$ cat src/rtl/vga_timing_gen_if.sv
// -----------------------------------------------------------------------------
// vga_timing_gen_if
// Raster timing bundle between the VGA timing generator and its consumers.
//   pix_ce      : pixel clock-enable, driven by the consumer side
//   HS, VS      : horizontal / vertical sync
//   blank, de   : outside-active flag and its complement
//   hcounter    : current pixel column (CNT_W bits)
//   vcounter    : current line (CNT_W bits)
//   line_start  : one-cycle strobe at column 0 of each line
//   frame_start : one-cycle strobe at pixel (0,0)
//   frame_cnt   : 8-bit frame counter
// Modports: master = timing generator, slave = renderer / pixel consumer.
// -----------------------------------------------------------------------------
interface vga_timing_gen_if #(
    parameter int CNT_W = 11
);
    logic             pix_ce;
    logic             HS;
    logic             VS;
    logic             blank;
    logic             de;
    logic [CNT_W-1:0] hcounter;
    logic [CNT_W-1:0] vcounter;
    logic             line_start;
    logic             frame_start;
    logic [7:0]       frame_cnt;

    modport master (
        input  pix_ce,
        output HS, VS, blank, de, hcounter, vcounter,
        output line_start, frame_start, frame_cnt
    );

    modport slave (
        output pix_ce,
        input  HS, VS, blank, de, hcounter, vcounter,
        input  line_start, frame_start, frame_cnt
    );
endinterface

$ cat src/rtl/vga_timing_gen.sv
// -----------------------------------------------------------------------------
// vga_timing_gen
// Parametrised progressive-scan raster timing generator. Free-running h/v
// counters advance on pix_ce; all outputs are registered from the current
// (h,v) on the same edge so coordinates, syncs and blanking describe the
// same pixel.
//   pixel_clk : the only clock
//   rst       : synchronous, active-high reset (priority over pix_ce)
//   bus       : vga_timing_gen_if.master (pix_ce in, all timing outputs out)
// Optional feature macro: VGA_TIMING_FRAME_CNT_EN
//   defined   -> 8-bit frame counter, incremented with every frame_start
//   undefined -> frame_cnt tied to 0
// -----------------------------------------------------------------------------
module vga_timing_gen #(
    parameter int H_ACTIVE = 640,
    parameter int H_FP     = 16,
    parameter int H_SYNC   = 96,
    parameter int H_BP     = 48,
    parameter int V_ACTIVE = 480,
    parameter int V_FP     = 10,
    parameter int V_SYNC   = 2,
    parameter int V_BP     = 33,
    parameter bit HS_POL   = 1'b0,
    parameter bit VS_POL   = 1'b0,
    parameter int CNT_W    = 11
) (
    input  logic                pixel_clk,
    input  logic                rst,
    vga_timing_gen_if.master    bus
);
    localparam int H_TOTAL = H_ACTIVE + H_FP + H_SYNC + H_BP;
    localparam int V_TOTAL = V_ACTIVE + V_FP + V_SYNC + V_BP;

    localparam logic [CNT_W-1:0] ONE      = CNT_W'(1);
    localparam logic [CNT_W-1:0] H_LAST   = CNT_W'(H_TOTAL - 1);
    localparam logic [CNT_W-1:0] V_LAST   = CNT_W'(V_TOTAL - 1);
    localparam logic [CNT_W-1:0] H_ACT_C  = CNT_W'(H_ACTIVE);
    localparam logic [CNT_W-1:0] V_ACT_C  = CNT_W'(V_ACTIVE);
    localparam logic [CNT_W-1:0] HS_BEGIN = CNT_W'(H_ACTIVE + H_FP);
    localparam logic [CNT_W-1:0] HS_END   = CNT_W'(H_ACTIVE + H_FP + H_SYNC);
    localparam logic [CNT_W-1:0] VS_BEGIN = CNT_W'(V_ACTIVE + V_FP);
    localparam logic [CNT_W-1:0] VS_END   = CNT_W'(V_ACTIVE + V_FP + V_SYNC);

    logic             ce;
    logic [CNT_W-1:0] h_q, h_d;
    logic [CNT_W-1:0] v_q, v_d;

    logic [CNT_W-1:0] hcnt_q;
    logic [CNT_W-1:0] vcnt_q;
    logic             hs_q, hs_d;
    logic             vs_q, vs_d;
    logic             blank_q, blank_d;
    logic             ls_q, ls_d;
    logic             fs_q, fs_d;

    assign ce = bus.pix_ce;

    // Next raster position and decode of the current one.
    always_comb begin
        h_d     = h_q + ONE;
        v_d     = v_q;
        if (h_q == H_LAST) begin
            h_d = '0;
            v_d = (v_q == V_LAST) ? '0 : v_q + ONE;
        end
        hs_d    = (h_q >= HS_BEGIN && h_q < HS_END) ? HS_POL : ~HS_POL;
        // VS is decoded per pixel, so its edges land on h = 0.
        vs_d    = (v_q >= VS_BEGIN && v_q < VS_END) ? VS_POL : ~VS_POL;
        blank_d = !(h_q < H_ACT_C && v_q < V_ACT_C);
        ls_d    = (h_q == '0);
        fs_d    = (h_q == '0) && (v_q == '0);
    end

    always_ff @(posedge pixel_clk) begin
        if (rst) begin
            h_q     <= '0;
            v_q     <= '0;
            hcnt_q  <= '0;
            vcnt_q  <= '0;
            hs_q    <= ~HS_POL;
            vs_q    <= ~VS_POL;
            blank_q <= 1'b1;
            ls_q    <= 1'b0;
            fs_q    <= 1'b0;
        end else if (ce) begin
            h_q     <= h_d;
            v_q     <= v_d;
            hcnt_q  <= h_q;
            vcnt_q  <= v_q;
            hs_q    <= hs_d;
            vs_q    <= vs_d;
            blank_q <= blank_d;
            ls_q    <= ls_d;
            fs_q    <= fs_d;
        end else begin
            // Strobes are single pixel_clk pulses; everything else holds.
            ls_q    <= 1'b0;
            fs_q    <= 1'b0;
        end
    end

`ifdef VGA_TIMING_FRAME_CNT_EN
    logic [7:0] fcnt_q;

    always_ff @(posedge pixel_clk) begin
        if (rst) begin
            fcnt_q <= '0;
        end else if (ce && fs_d) begin
            fcnt_q <= fcnt_q + 8'd1;
        end
    end

    assign bus.frame_cnt = fcnt_q;
`else
    assign bus.frame_cnt = 8'd0;
`endif

    assign bus.hcounter    = hcnt_q;
    assign bus.vcounter    = vcnt_q;
    assign bus.HS          = hs_q;
    assign bus.VS          = vs_q;
    assign bus.blank       = blank_q;
    assign bus.de          = ~blank_q;
    assign bus.line_start  = ls_q;
    assign bus.frame_start = fs_q;

endmodule

$ cat src/flat_wrapper.sv
// flat-port wrapper written by rule: the top's interface ports become plain ports
module vga_timing_gen_flat 
#(
    parameter int H_ACTIVE = 640,
    parameter int H_FP     = 16,
    parameter int H_SYNC   = 96,
    parameter int H_BP     = 48,
    parameter int V_ACTIVE = 480,
    parameter int V_FP     = 10,
    parameter int V_SYNC   = 2,
    parameter int V_BP     = 33,
    parameter bit HS_POL   = 1'b0,
    parameter bit VS_POL   = 1'b0,
    parameter int CNT_W    = 11
)
  (pixel_clk, rst, bus_pix_ce, bus_HS, bus_VS, bus_blank, bus_de, bus_hcounter, bus_vcounter, bus_line_start, bus_frame_start, bus_frame_cnt);
  vga_timing_gen_if #(.CNT_W(CNT_W)) bus_i ();
  input  logic pixel_clk;
  input  logic rst;
  input wire logic [$bits(bus_i.pix_ce)-1:0] bus_pix_ce;
  output wire logic [$bits(bus_i.HS)-1:0] bus_HS;
  output wire logic [$bits(bus_i.VS)-1:0] bus_VS;
  output wire logic [$bits(bus_i.blank)-1:0] bus_blank;
  output wire logic [$bits(bus_i.de)-1:0] bus_de;
  output wire logic [$bits(bus_i.hcounter)-1:0] bus_hcounter;
  output wire logic [$bits(bus_i.vcounter)-1:0] bus_vcounter;
  output wire logic [$bits(bus_i.line_start)-1:0] bus_line_start;
  output wire logic [$bits(bus_i.frame_start)-1:0] bus_frame_start;
  output wire logic [$bits(bus_i.frame_cnt)-1:0] bus_frame_cnt;
  assign bus_i.pix_ce = bus_pix_ce;
  assign bus_HS = bus_i.HS;
  assign bus_VS = bus_i.VS;
  assign bus_blank = bus_i.blank;
  assign bus_de = bus_i.de;
  assign bus_hcounter = bus_i.hcounter;
  assign bus_vcounter = bus_i.vcounter;
  assign bus_line_start = bus_i.line_start;
  assign bus_frame_start = bus_i.frame_start;
  assign bus_frame_cnt = bus_i.frame_cnt;
  vga_timing_gen #(.H_ACTIVE(H_ACTIVE), .H_FP(H_FP), .H_SYNC(H_SYNC), .H_BP(H_BP), .V_ACTIVE(V_ACTIVE), .V_FP(V_FP), .V_SYNC(V_SYNC), .V_BP(V_BP), .HS_POL(HS_POL), .VS_POL(VS_POL), .CNT_W(CNT_W)) u_core (.pixel_clk(pixel_clk), .rst(rst), .bus(bus_i));
endmodule
$ cat config.mk
export PLATFORM = sky130hd
export DESIGN_NAME = vga_timing_gen_flat
export DESIGN_NICKNAME = d
export VERILOG_FILES = /design/src/rtl/vga_timing_gen_if.sv /design/src/rtl/vga_timing_gen.sv /design/src/flat_wrapper.sv
export SDC_FILE = /design/constraint.sdc
export NUM_CORES = 1
export LEC_CHECK = 0
export ABC_AREA = 1
export BUFFER_PORTS_ARGS = -buffer_cell sky130_fd_sc_hd__buf_2
export CAP_MARGIN = 20
export CORE_AREA = 3 3 93 95
export CTS_CLUSTER_SIZE = 20
export DETAILED_ROUTE_END_ITERATION = 6
export DIE_AREA = 0 0 96 98
export GPL_TIMING_DRIVEN = 0
export MAX_ROUTING_LAYER = met4
export PLACE_DENSITY = 0.44
export SLEW_MARGIN = 40
export SYNTH_ARGS = -nofsm -noshare
export SYNTH_HDL_FRONTEND = slang
export SYNTH_SLANG_ARGS = --single-unit
export TNS_END_PERCENT = 10
$ cat constraint.sdc
create_clock -name pixel_clk -period 1.68 [get_ports pixel_clk]
set_clock_uncertainty 0.15 [all_clocks]
set_input_delay 0 -clock pixel_clk [delete_from_list [all_inputs] [get_ports pixel_clk]]
set_output_delay 0 -clock pixel_clk [all_outputs]
set_load 0.01 [all_outputs]
Word-level counts from Yosys, hierarchy flattened --
Index checks and enable logic that the tools add are counted.
Word-level totals: register bits after elaboration 49, input port bits 3, output and inout bits 36, word-level logic and storage cells 34
Cells by class: add/sub/neg operators 2, order comparisons 6, equal/unequal tests 2, multiplexer cells 4, bitwise logic cells 2, reduce and logical (&&, ||, !) cells 9
Operators by type and width (count):
- 11-bit by 1-bit adder with 11-bit output, second input constant | 2
- 11-bit by 10-bit == test with 1-bit output, second input constant | 2
- 11-bit zero test | 2
- 11-bit by 10-bit < comparator with 1-bit output, second input constant | 2
- 11-bit by 9-bit < comparator with 1-bit output, second input constant | 2
- 11-bit two-way mux | 2
- 11-bit by 10-bit >= comparator with 1-bit output, second input constant | 1
- 11-bit by 9-bit >= comparator with 1-bit output, second input constant | 1
- 1-bit logical AND | 4
- 1-bit two-way mux | 2
- 1-bit NOT | 2
- 2-bit AND reduction | 1
- 2-bit OR reduction | 1
- 1-bit zero test | 1

Logic depth before layout (Yosys ltp) --
Gate-level depths: netlist of the first run.
word-level depth 3, depth in mapped cells 9, depth with buffers taken out 9

Worst setup path after synthesis of the first run --
Ideal clock, no wire load.
path type flip-flop to flip-flop, from register u_core.h_q[0], to register u_core.v_q[2], setup time 0.115 ns, arrival 1.187 ns, setup slack 0.228 ns, cell stages (with the launch flop) 9, buffers on the path 0, clock period less this slack 1.452 ns, path through dfxtp_1 ha_1 nand3_2 nor2_4 nand3_4 nand2_4 nand2_4 nand2_1 nor2_1
On the way: word-level cells in the longest chain between the ends 2
Ends and longest elaborated chain:
- start: declaration | line vga_timing_gen.sv:45 | logic [CNT_W-1:0] h_q, h_d;
- start signal: assignment | line vga_timing_gen.sv:76 | h_q <= '0;
- start signal: assignment | line vga_timing_gen.sv:86 | h_q <= h_d;
- 11-bit by 10-bit == test with 1-bit output | line vga_timing_gen.sv:62 | if (h_q == H_LAST) begin
- 2-bit AND reduction (no line)
- end signal: assignment | line vga_timing_gen.sv:87 | v_q <= v_d;
- end: declaration | line vga_timing_gen.sv:46 | logic [CNT_W-1:0] v_q, v_d;
Every way passes these cells. A chain may end at the register's enable or synchronous reset.

Worst setup path in the final report of the first run --
from register u_core.h_q[4], to register u_core.fs_q (netlist: u_core.bus.frame_start)
On the way: word-level cells in the longest chain between the ends 2
Ends and longest elaborated chain:
- 11-bit zero test | line vga_timing_gen.sv:71 | fs_d = (h_q == '0) && (v_q == '0);
- 1-bit logical AND | line vga_timing_gen.sv:71
- end signal: assignment | line vga_timing_gen.sv:94 | fs_q <= fs_d;
- end: declaration | line vga_timing_gen.sv:54 | logic fs_q, fs_d;
Every way passes these cells.

==> out/results.ini, run 1 <==
[global_routing]
antenna_found_initial = 0
grt_pass1_wl_um = 10800
grt_util_all_layers_pct = 15.1
grt_max_degree = 16
overflow = 0
first_global_vias = 2107

[drt]
vias = 2191
drc = 0
via_per_inst = 4.56
wl_um = 6580
dr.first_iter.drc_count = 64
wl_per_cell_um = 13.7
antenna_left = 0
drtPass1Iterations = 4

[finish]
fin_area_um2 = 2830
num-nets-final = 384
area_delta_synth_final_pct = 19.9
layout-drive-gt1-share_pct = 21.2
num_antenna_cells = 0
nFillCells = 890
layout.cells.non_filler = 480

[floorplan]
initial_core_util_pct = 30.2
ioPinCount = 39
die_w_um = 96
die_area_um2 = 9410
core_um2 = 7810
die_y_um = 98
rows = 32

[sta]
min_period_over_period_pct = 92.4
finalSetupTns_ns = 0
slew_violations = 0
clock.fmax_ghz = 0.644
grt_setup_unrepaired = no
worst_pin_slew_ns = 0.569
hold_violations = 0
min_period_ns = 1.55
slew-limit-headroom_pct = 62.1
setup_viol = 0

[power]
irDropWorstVdd_uv = 268
power_density_nw_per_um2 = 819
leakage_uw = 0.00120

[setup_path]
worstSetupPathType = reg -> reg
rrSetupSlack_ns = 0.13
worstPathArrival_ns = 1.61
start_kind = register
end_kind = register
r2r_start = u_core.h_q[4]
crit_fanout = 10
r2r.worst_path.cells = 4
rr_endpoint = u_core.bus.frame_start
worstPathRequired_ns = 1.73

[synthesis]
yosys_warnings = 0
synth_top_area_share_pct = 41.6
yosysUniqueCellTypes = 28
synth_edf_count = 0
synth_area_leader_cell = dfxtp_1
synth_cells = 333
synth-seq-cells = 49
ys.flop_type = dfxtp_1
synth_commonest_cells = nor2_1, nand2_1, dfxtp_1
synth_area_leaders = dfxtp_1, nor2_1, nand2_1
synth.most_common_cell = nor2_1
syn_area_per_cell_um2 = 7.08
yosysSeqAreaShare_pct = 41.6
netlist_area_um2 = 2360
async_flop_share_pct = 0

[placement]
dp_cells = 470
placed_area_um2 = 2650
gp_congestion = 0.863
io_buffers = 28
dp_hpwl_um = 4990

[clocking]
cts_sinks = 49
cts_buffer_depth = 2
cts_tree = built
clk_latency_ns = 0.31
cts-root-buf = clkbuf_8
htree_levels = 2
clk_pin_slew_ns = 0.09
post_cts_buffers = 0
cts_buffers = 5

[status]
status = finished clean

[hold_path]
min_path_cells = 2
hold_class = reg -> reg
hold_path.startpoint = u_core.bus.hcounter[0]
holdPathEnd = u_core.bus.hcounter[0]

[flow_run]
timing.max_cap.violations = 0

[how the worst max path moves through the flow]
stage | start | end | depth (start not counted) | slack [ns]
3_3_place_gp | u_core.h_q[1] | u_core.v_q[5] | 8 | 0.01
2_1_floorplan | u_core.h_q[0] | u_core.v_q[2] | 8 | 0.23
5_1_grt | u_core.v_q[0] | u_core.v_q[10] | 8 | 0.007
6_report | u_core.h_q[4] | u_core.bus.frame_start | 4 | 0.13
3_5_place_dp | u_core.h_q[0] | u_core.v_q[2] | 8 | 0.02
4_1_cts | u_core.h_q[0] | u_core.v_q[2] | 8 | 0.007
[registers in the layout, indices dropped and copies added, names as in the netlist]
name and cells:
u_core.bus.VS 1, u_core.h_q 11, u_core.bus.HS 1, u_core.v_q 11, u_core.bus.line_start 1, u_core.bus.hcounter 11
u_core.bus.vcounter 11, u_core.bus.blank 1, u_core.bus.frame_start 1
[layer usage]
| layer | part of all wire (%) | GRT usage, % | up-vias |
|---|---|---|---|
| met2 | 48 | 24.3 | 35 |
| met3 | 3.6 | 3.24 | 6 |
| li1 | - | - | 1146 |
| met1 | 48 | 19.6 | 1004 |
| met5 | 0 | - | - |
| met4 | 0.67 | 2.84 | 0 |
[layout make-up]
cell class / count / area, µm² / area share [%]
well taps: 102 / 128 / 4.52
multi-input cells: 236 / 1180 / 41.7
clock inverters: 2 / 37.5 / 1.33
plain buffers: 21 / 129 / 4.56
inverters: 34 / 128 / 4.52
repair buffers: 30 / 160 / 5.67
clock buffers: 6 / 82.6 / 2.92
flip-flops and latches: 49 / 983 / 34.8
[metrics by stage]
| step | hold slack (ns) | setup slack [ns] | total power, µW | utilization [%] |
|---|---|---|---|---|
| after floorplan | 0.0952 | 0.228 | 1360 | - |
| after global placement | 0.159 | 0.0136 | 1430 | 34.0 |
| after detailed placement | 0.166 | 0.0213 | 1430 | 34.0 |
| after CTS | 0.318 | 0.00658 | 2340 | 35.8 |
| after global routing | 0.339 | 0.00696 | 2420 | 36.2 |
| final | 0.317 | 0.128 | 2310 | 36.2 |
[kinds of logic (layout without fill, tap and decap cells)]
kind of cell,count (synthesis),in the layout,share of synthesized area [%]
AOI/OAI and AO/OA,54,54,11.8
xor gates and xnor gates,3,3,1.11
buffers and inverters,55,93,10.9
DFF,49,49,41.6
and+or+nand+nor,167,167,32.3
adders and majority gates,4,4,2.12
other,1,8,0.159
[critical path: stages, from the launching register on]
cell,delay (ns)
dfxtp_1,0.34
buf_4,0.18
nor3_1,0.31
nand4_1,0.20
nor4_1,0.27
[placed cells by master (no fill, tap or decap), drive strengths merged, types with 2 or more instances in the layout]
cell and n:
xor2 3, nor3 10, ha 4, dlygate4sd3 2
nand4 7, nand2 61, o22ai 2, conb 8
nor2 65, a21oi 27, dfxtp 49, inv 34
o21ai 23, nand3 22, clkbuf 9, buf 46
[timing repair]
action / 4_1_cts / 5_1_grt
hold endpoints to repair: 10 / 0
hold buffers: 2 / 0
resized for setup: 0 / 8
endpoints found under the setup margin: 0 / 14
[where the power goes]
group / internal, µW / switching [µW]
logic: 73.4 / 123
registers: 1190 / 18.0
clock network: 485 / 421
total: 1750 / 562
(Power assumes the default switching activity.)
==> inputs of run 2 (changes only) <==
--- a/config.mk
+++ b/config.mk
@@ -5,13 +5,12 @@
 export SDC_FILE = /design/constraint.sdc
 export NUM_CORES = 1
 export LEC_CHECK = 0
-export ABC_AREA = 1
 export BUFFER_PORTS_ARGS = -buffer_cell sky130_fd_sc_hd__buf_2
 export CAP_MARGIN = 20
-export CORE_AREA = 3 3 93 95
+export CORE_AREA = 3 3 92 94
 export CTS_CLUSTER_SIZE = 20
 export DETAILED_ROUTE_END_ITERATION = 6
-export DIE_AREA = 0 0 96 98
+export DIE_AREA = 0 0 95 97
 export GPL_TIMING_DRIVEN = 0
 export MAX_ROUTING_LAYER = met4
 export PLACE_DENSITY = 0.44
==> out/results.ini, run 2 <==
[synthesis]
async_flop_share_pct = 0  ; unchanged
synth_area_leader_cell = dfxtp_1
synth_top_area_share_pct = 42.5  ; +0.93 points
synth_cells = 250  ; -25%
synth_area_leaders = dfxtp_1, mux2i_1, nor2_1
synth_commonest_cells = dfxtp_1, nor2_1, mux2i_1
syn_area_per_cell_um2 = 9.22  ; +30%
netlist_area_um2 = 2310  ; -2.2%
synth-seq-cells = 49  ; unchanged
yosysUniqueCellTypes = 47  ; +68%
ys.flop_type = dfxtp_1
synth_edf_count = 0  ; unchanged
yosys_warnings = 0  ; unchanged
synth.most_common_cell = dfxtp_1
yosysSeqAreaShare_pct = 42.5  ; +0.93 points

[clocking]
cts_tree = built
cts_sinks = 49  ; unchanged
clk_latency_ns = 0.31  ; about the same
cts_buffers = 5  ; unchanged
htree_levels = 2  ; unchanged
clk_pin_slew_ns = 0.09  ; about the same
cts_buffer_depth = 2  ; unchanged
cts-root-buf = clkbuf_8

[setup_path]
end_kind = register
worstPathRequired_ns = 1.78  ; +0.05 ns
crit_fanout = 7  ; -3
start_kind = register
worstPathArrival_ns = 2.14  ; +0.53 ns
worstSetupPathType = reg -> reg

[sta]
finalSetupTns_ns = -4.19  ; -4.19 ns
setup_ws_ns = -0.366  ; -0.494 ns
min_period_ns = 2.05  ; +0.494 ns
worst_pin_slew_ns = 0.765  ; +0.197 ns
clock.fmax_ghz = 0.489  ; -24%
setup_viol = 21  ; +21
slew_violations = 0  ; unchanged
hold_violations = 0  ; unchanged
slew-limit-headroom_pct = 49.0  ; -13 points
grt_setup_unrepaired = yes
holdWs_ns = 0.0322  ; -0.285 ns
min_period_over_period_pct = 122  ; +29 points

[finish]
num_antenna_cells = 0  ; unchanged
layout-drive-gt1-share_pct = 32.4  ; +11 points
layout_commonest_cell = dfxtp_1
num-nets-final = 315  ; -18%
area_delta_synth_final_pct = 29.5
final_cell_mix = dfxtp_1, buf_2, nor2_1

[drt]
dr.first_iter.drc_count = 69  ; +7.8%
via_per_inst = 4.65  ; +1.9%
drc = 0  ; unchanged
antenna_left = 0  ; unchanged
vias = 1912  ; -13%
wl_um = 5780  ; -12%
drtPass1Iterations = 4  ; unchanged
wl_per_cell_um = 14.1  ; +2.7%

[global_routing]
overflow = 0  ; unchanged
grt_max_degree = 16  ; unchanged
grt_util_all_layers_pct = 13.8  ; -1.4 points
first_global_vias = 1812  ; -14%
grt_pass1_wl_um = 9690  ; -10%
antenna_found_initial = 0  ; unchanged

[status]
violations = negative setup slack
status = finished with violations

[floorplan]
die_y_um = 97  ; -1.0%
die_w_um = 95  ; -1.0%
rows = 32  ; unchanged
initial_core_util_pct = 29.8  ; -0.35 points
core_um2 = 7730  ; -1.0%
ioPinCount = 39  ; unchanged
die_area_um2 = 9220  ; -2.1%

[power]
irDropWorstVdd_uv = 299  ; +12%
leakage_uw = 0.00121  ; +1.3%
power_density_nw_per_um2 = 779  ; -4.9%

[flow_run]
timing.max_cap.violations = 0  ; unchanged

[hold_path]
hold_class = in -> reg

[placement]
io_buffers = 29  ; +3.6%
gp_congestion = 0.754  ; -13%
dp_hpwl_um = 3940  ; -21%

==> run 2: per-stage QoR <==
step / cell area, µm² / setup slack, ns / cells / total power [µW] / utilization, %
6_report: 2990 / -0.366 / 411 / 2330 / 38.6
2_1_floorplan: 2330 / -0.407 / 257 / 1300 / -
4_1_cts: 2920 / -0.359 / 409 / 2350 / 37.8
5_1_grt: 2990 / -0.405 / 411 / 2430 / 38.6
3_3_place_gp: 2610 / -0.806 / 388 / 1340 / 33.7
3_5_place_dp: 2610 / -0.828 / 388 / 1340 / 33.8
==> run 2: power breakdown <==
group / internal, µW / switching (µW)
combinational: 64.6 / 83.2
sequential: 1160 / 7.62
clock: 592 / 414
total: 1820 / 505
==> run 2: cells by family (layout without fill, tap and decap cells) <==
kind of cell | count (synthesis) | in the layout | share of synthesized area (%)
adder cells (fa/ha/maj) | 4 | 4 | 2.17
other | 1 | 8 | 0.163
buffers and inverters | 34 | 86 | 9.44
AO/OA/AOI/OAI | 22 | 22 | 5.86
XOR/XNOR | 12 | 12 | 4.56
multiplexers | 21 | 21 | 9.12
AND/OR/NAND/NOR | 107 | 107 | 26.2
flip-flops | 49 | 49 | 42.5
==> run 2: worst max-delay path, cell delays in order, from the launching register on <==
cell and delay [ns]:
dfxtp_4 0.37, or3_4 0.43, or4_4 0.57, or3_4 0.35, a21oi_2 0.11
==> run 2: final timing paths <==
kind	slack [ns]	cells past startpoint	start	to
max	-0.37	4	u_core.h_q[6]	u_core.v_q[10]
min	0.03	5	bus_pix_ce	u_core.bus.blank
max reg2reg	-0.37	4	u_core.h_q[6]	u_core.v_q[10]
min reg2reg	0.33	2	u_core.bus.hcounter[4]	u_core.bus.hcounter[4]
==> run 2: cell type report <==
cell class | instances | area, µm²
Timing Repair Buffer | 48 | 302
Sequential cell | 49 | 1000
Inverter | 8 | 30.0
Clock buffer | 5 | 68.8
Multi-Input combinational cell | 174 | 1230
Clock inverter | 3 | 65.1
Buffer | 22 | 161
Fill cell | 811 | 4740
Tap cell | 102 | 128
==> run 2: per-layer routing <==
metal	vias to the layer above	track usage, %	routed length (µm)
met5	-	-	0
met4	0	4.33	85
met3	7	2.80	208
met2	39	18.7	2430
met1	887	20.3	3050
li1	979	-	-
==> run 2: timing repair <==
action,4_1_cts,5_1_grt
gates cloned,0,0
gates resized for setup,22,11
pin swaps,10,11
setup endpoints to repair,21,31
endpoints found under the hold margin,12,0
buffers inserted,12,3
hold buffers,4,0
==> inputs of run 3 (changes only) <==
--- a/config.mk
+++ b/config.mk
@@ -8,7 +8,7 @@
 export BUFFER_PORTS_ARGS = -buffer_cell sky130_fd_sc_hd__buf_2
 export CAP_MARGIN = 20
 export CORE_AREA = 3 3 92 94
-export CTS_CLUSTER_SIZE = 20
+export CTS_CLUSTER_SIZE = 12
 export DETAILED_ROUTE_END_ITERATION = 6
 export DIE_AREA = 0 0 95 97
 export GPL_TIMING_DRIVEN = 0
==> constraint.sdc (replaced) <==
create_clock -name pixel_clk -period 1.68 [get_ports pixel_clk]
set_clock_uncertainty 0.15 [all_clocks]
set_input_delay 0.336 -clock pixel_clk [delete_from_list [all_inputs] [get_ports pixel_clk]]
set_output_delay 0.336 -clock pixel_clk [all_outputs]
set_load 0.01 [all_outputs]
==> out/results.ini, run 3 (synthesis results as in run 2) <==
[clocking]
ctsHoldBuffers = 0  ; -4
cts_buffer_depth = 2  ; unchanged
clk_pin_slew_ns = 0.09  ; about the same
clk_latency_ns = 0.30  ; about the same
cts-root-buf = clkbuf_8
htree_levels = 2  ; unchanged
cts_tree = built
cts_buffers = 5  ; unchanged
cts_sinks = 49  ; unchanged

[sta]
holdWs_ns = 0.267  ; +0.235 ns
slew-limit-headroom_pct = 49.1  ; +0.16 points
hold_violations = 0  ; unchanged
setup_ws_ns = -0.340  ; +0.0257 ns
worst_pin_slew_ns = 0.763  ; -0.00234 ns
min_period_over_period_pct = 120  ; -1.5 points
clock.fmax_ghz = 0.495  ; +1.3%
min_period_ns = 2.02  ; -0.0257 ns
grt_setup_unrepaired = yes
slew_violations = 0  ; unchanged
setup_viol = 14  ; -33%

[setup_path]
worstSetupPathType = reg -> reg
end_kind = register
worstPathRequired_ns = 1.76  ; -0.02 ns
crit_fanout = 6  ; -1
r2r_start = u_core.h_q[6]
rrSetupSlack_ns = -0.34  ; +0.03 ns
r2r.worst_path.cells = 4  ; unchanged
worstPathArrival_ns = 2.10  ; -0.04 ns
start_kind = register
startpoint = u_core.h_q[6]
rr_endpoint = u_core.v_q[0]

[hold_path]
holdPathEnd = u_core.h_q[1]
min_path_cells = 4  ; -1
hold_path.startpoint = bus_pix_ce
hold_class = in -> reg

[power]
power_density_nw_per_um2 = 713  ; -8.4%
power.total_uw = 2070  ; -11%
irDropWorstVdd_uv = 346  ; +15%
leakage_uw = 0.00119  ; -1.9%

[global_routing]
grt_util_all_layers_pct = 13.6  ; -0.22 points
grt_max_degree = 15  ; -1
first_global_vias = 1828  ; +0.88%
grt_pass1_wl_um = 9650  ; -0.42%
overflow = 0  ; unchanged
antenna_found_initial = 0  ; unchanged

[finish]
layout-drive-gt1-share_pct = 31.7  ; -0.66 points
utilization_pct = 37.6  ; -1.1 points
fin_area_um2 = 2900  ; -2.8%
num_antenna_cells = 0  ; unchanged
num-nets-final = 312  ; -0.95%
area_delta_synth_final_pct = 25.9
layout_commonest_cell = dfxtp_1
nFillCells = 798  ; -1.6%
layout.cells.non_filler = 408  ; -0.73%
final_cell_mix = dfxtp_1, buf_2, nor2_1

[drt]
dr.first_iter.drc_count = 76  ; +10%
wl_um = 5610  ; -3.0%
antenna_left = 0  ; unchanged
vias = 1879  ; -1.7%
via_per_inst = 4.61  ; -1.0%
drc = 0  ; unchanged
drtPass1Iterations = 4  ; unchanged
wl_per_cell_um = 13.7  ; -2.3%

[floorplan]
die_area_um2 = 9220  ; unchanged
ioPinCount = 39  ; unchanged
die_y_um = 97  ; unchanged
core_um2 = 7730  ; unchanged
rows = 32  ; unchanged
initial_core_util_pct = 29.8  ; unchanged
die_w_um = 95  ; unchanged

[status]
status = finished with violations
violations = negative setup slack

[placement]
placed_area_um2 = 2610  ; unchanged
io_buffers = 29  ; unchanged
gp_congestion = 0.765  ; +1.5%
dp_cells = 388  ; unchanged
dp_hpwl_um = 3860  ; -2.2%

[flow_run]
timing.max_cap.violations = 0  ; unchanged

[run 3: changes by cell type in the layout (fill, tap and decap cells not counted), sizes merged]
cell         previous run  this run
clkbuf                 12        15
bufinv                  2         0
dlygate4sd3             4         0
[run 3: worst max-delay path, cell delays in order (launching register included)]
cell and delay [ns]:
dfxtp_4 0.35, or3_4 0.43, or3b_4 0.41, or4b_1 0.47, a21oi_1 0.13
[run 3: final cells by class]
cell class              instances  area [µm²]  area share [%]
inverters                       8        30.0            1.03
multi-input cells             174        1200            41.3
well taps                     102         128            4.40
repair buffers                 44         269            9.27
clock buffers                   7        96.3            3.32
plain buffers                  23         168            5.78
flip-flops and latches         49        1010            34.7
clock inverters                 1        5.00           0.172
[run 3: how the worst max path moves through the flow]
| stage | to | cells after the start |
|---|---|---|
| 6_report | u_core.v_q[0] | 4 |
| 5_1_grt | u_core.v_q[10] | 4 |
| 4_1_cts | u_core.v_q[0] | 4 |
| 3_5_place_dp | u_core.v_q[2] | 5 |
| 3_3_place_gp | u_core.v_q[2] | 5 |
| 2_1_floorplan | u_core.v_q[0] | 6 |
[run 3: power by group]
group / switching [µW] / total (µW) / internal (µW) / leakage [µW]
combinational: 79.1 / 137 / 57.6 / 0.000734
clock: 390 / 763 / 373 / 0.0000542
sequential: 6.77 / 1170 / 1160 / 0.000402
[run 3: metal layers]
layer / vias up / part of all wire (%) / track usage (%)
met3: 6 / 3.7 / 2.72
met4: 0 / 1.2 / 3.66
met1: 867 / 52 / 19.7
li1: 970 / - / -
met5: - / 0 / -
met2: 36 / 43 / 19.0
[run 3: repair_timing]
action | CTS | global route
resized for setup | 25 | 8
setup buffers | 14 | 1
setup endpoints to repair | 32 | 26
pin swaps | 12 | 10
[run 3: per-stage QoR]
stage / worst slack, ns / TNS (ns)
final: -0.340 / -2.99
after global routing: -0.385 / -4.12
after CTS: -0.357 / -2.90
after detailed placement: -0.821 / -17.21
after global placement: -0.808 / -19.66
after floorplan: -0.407 / -6.09
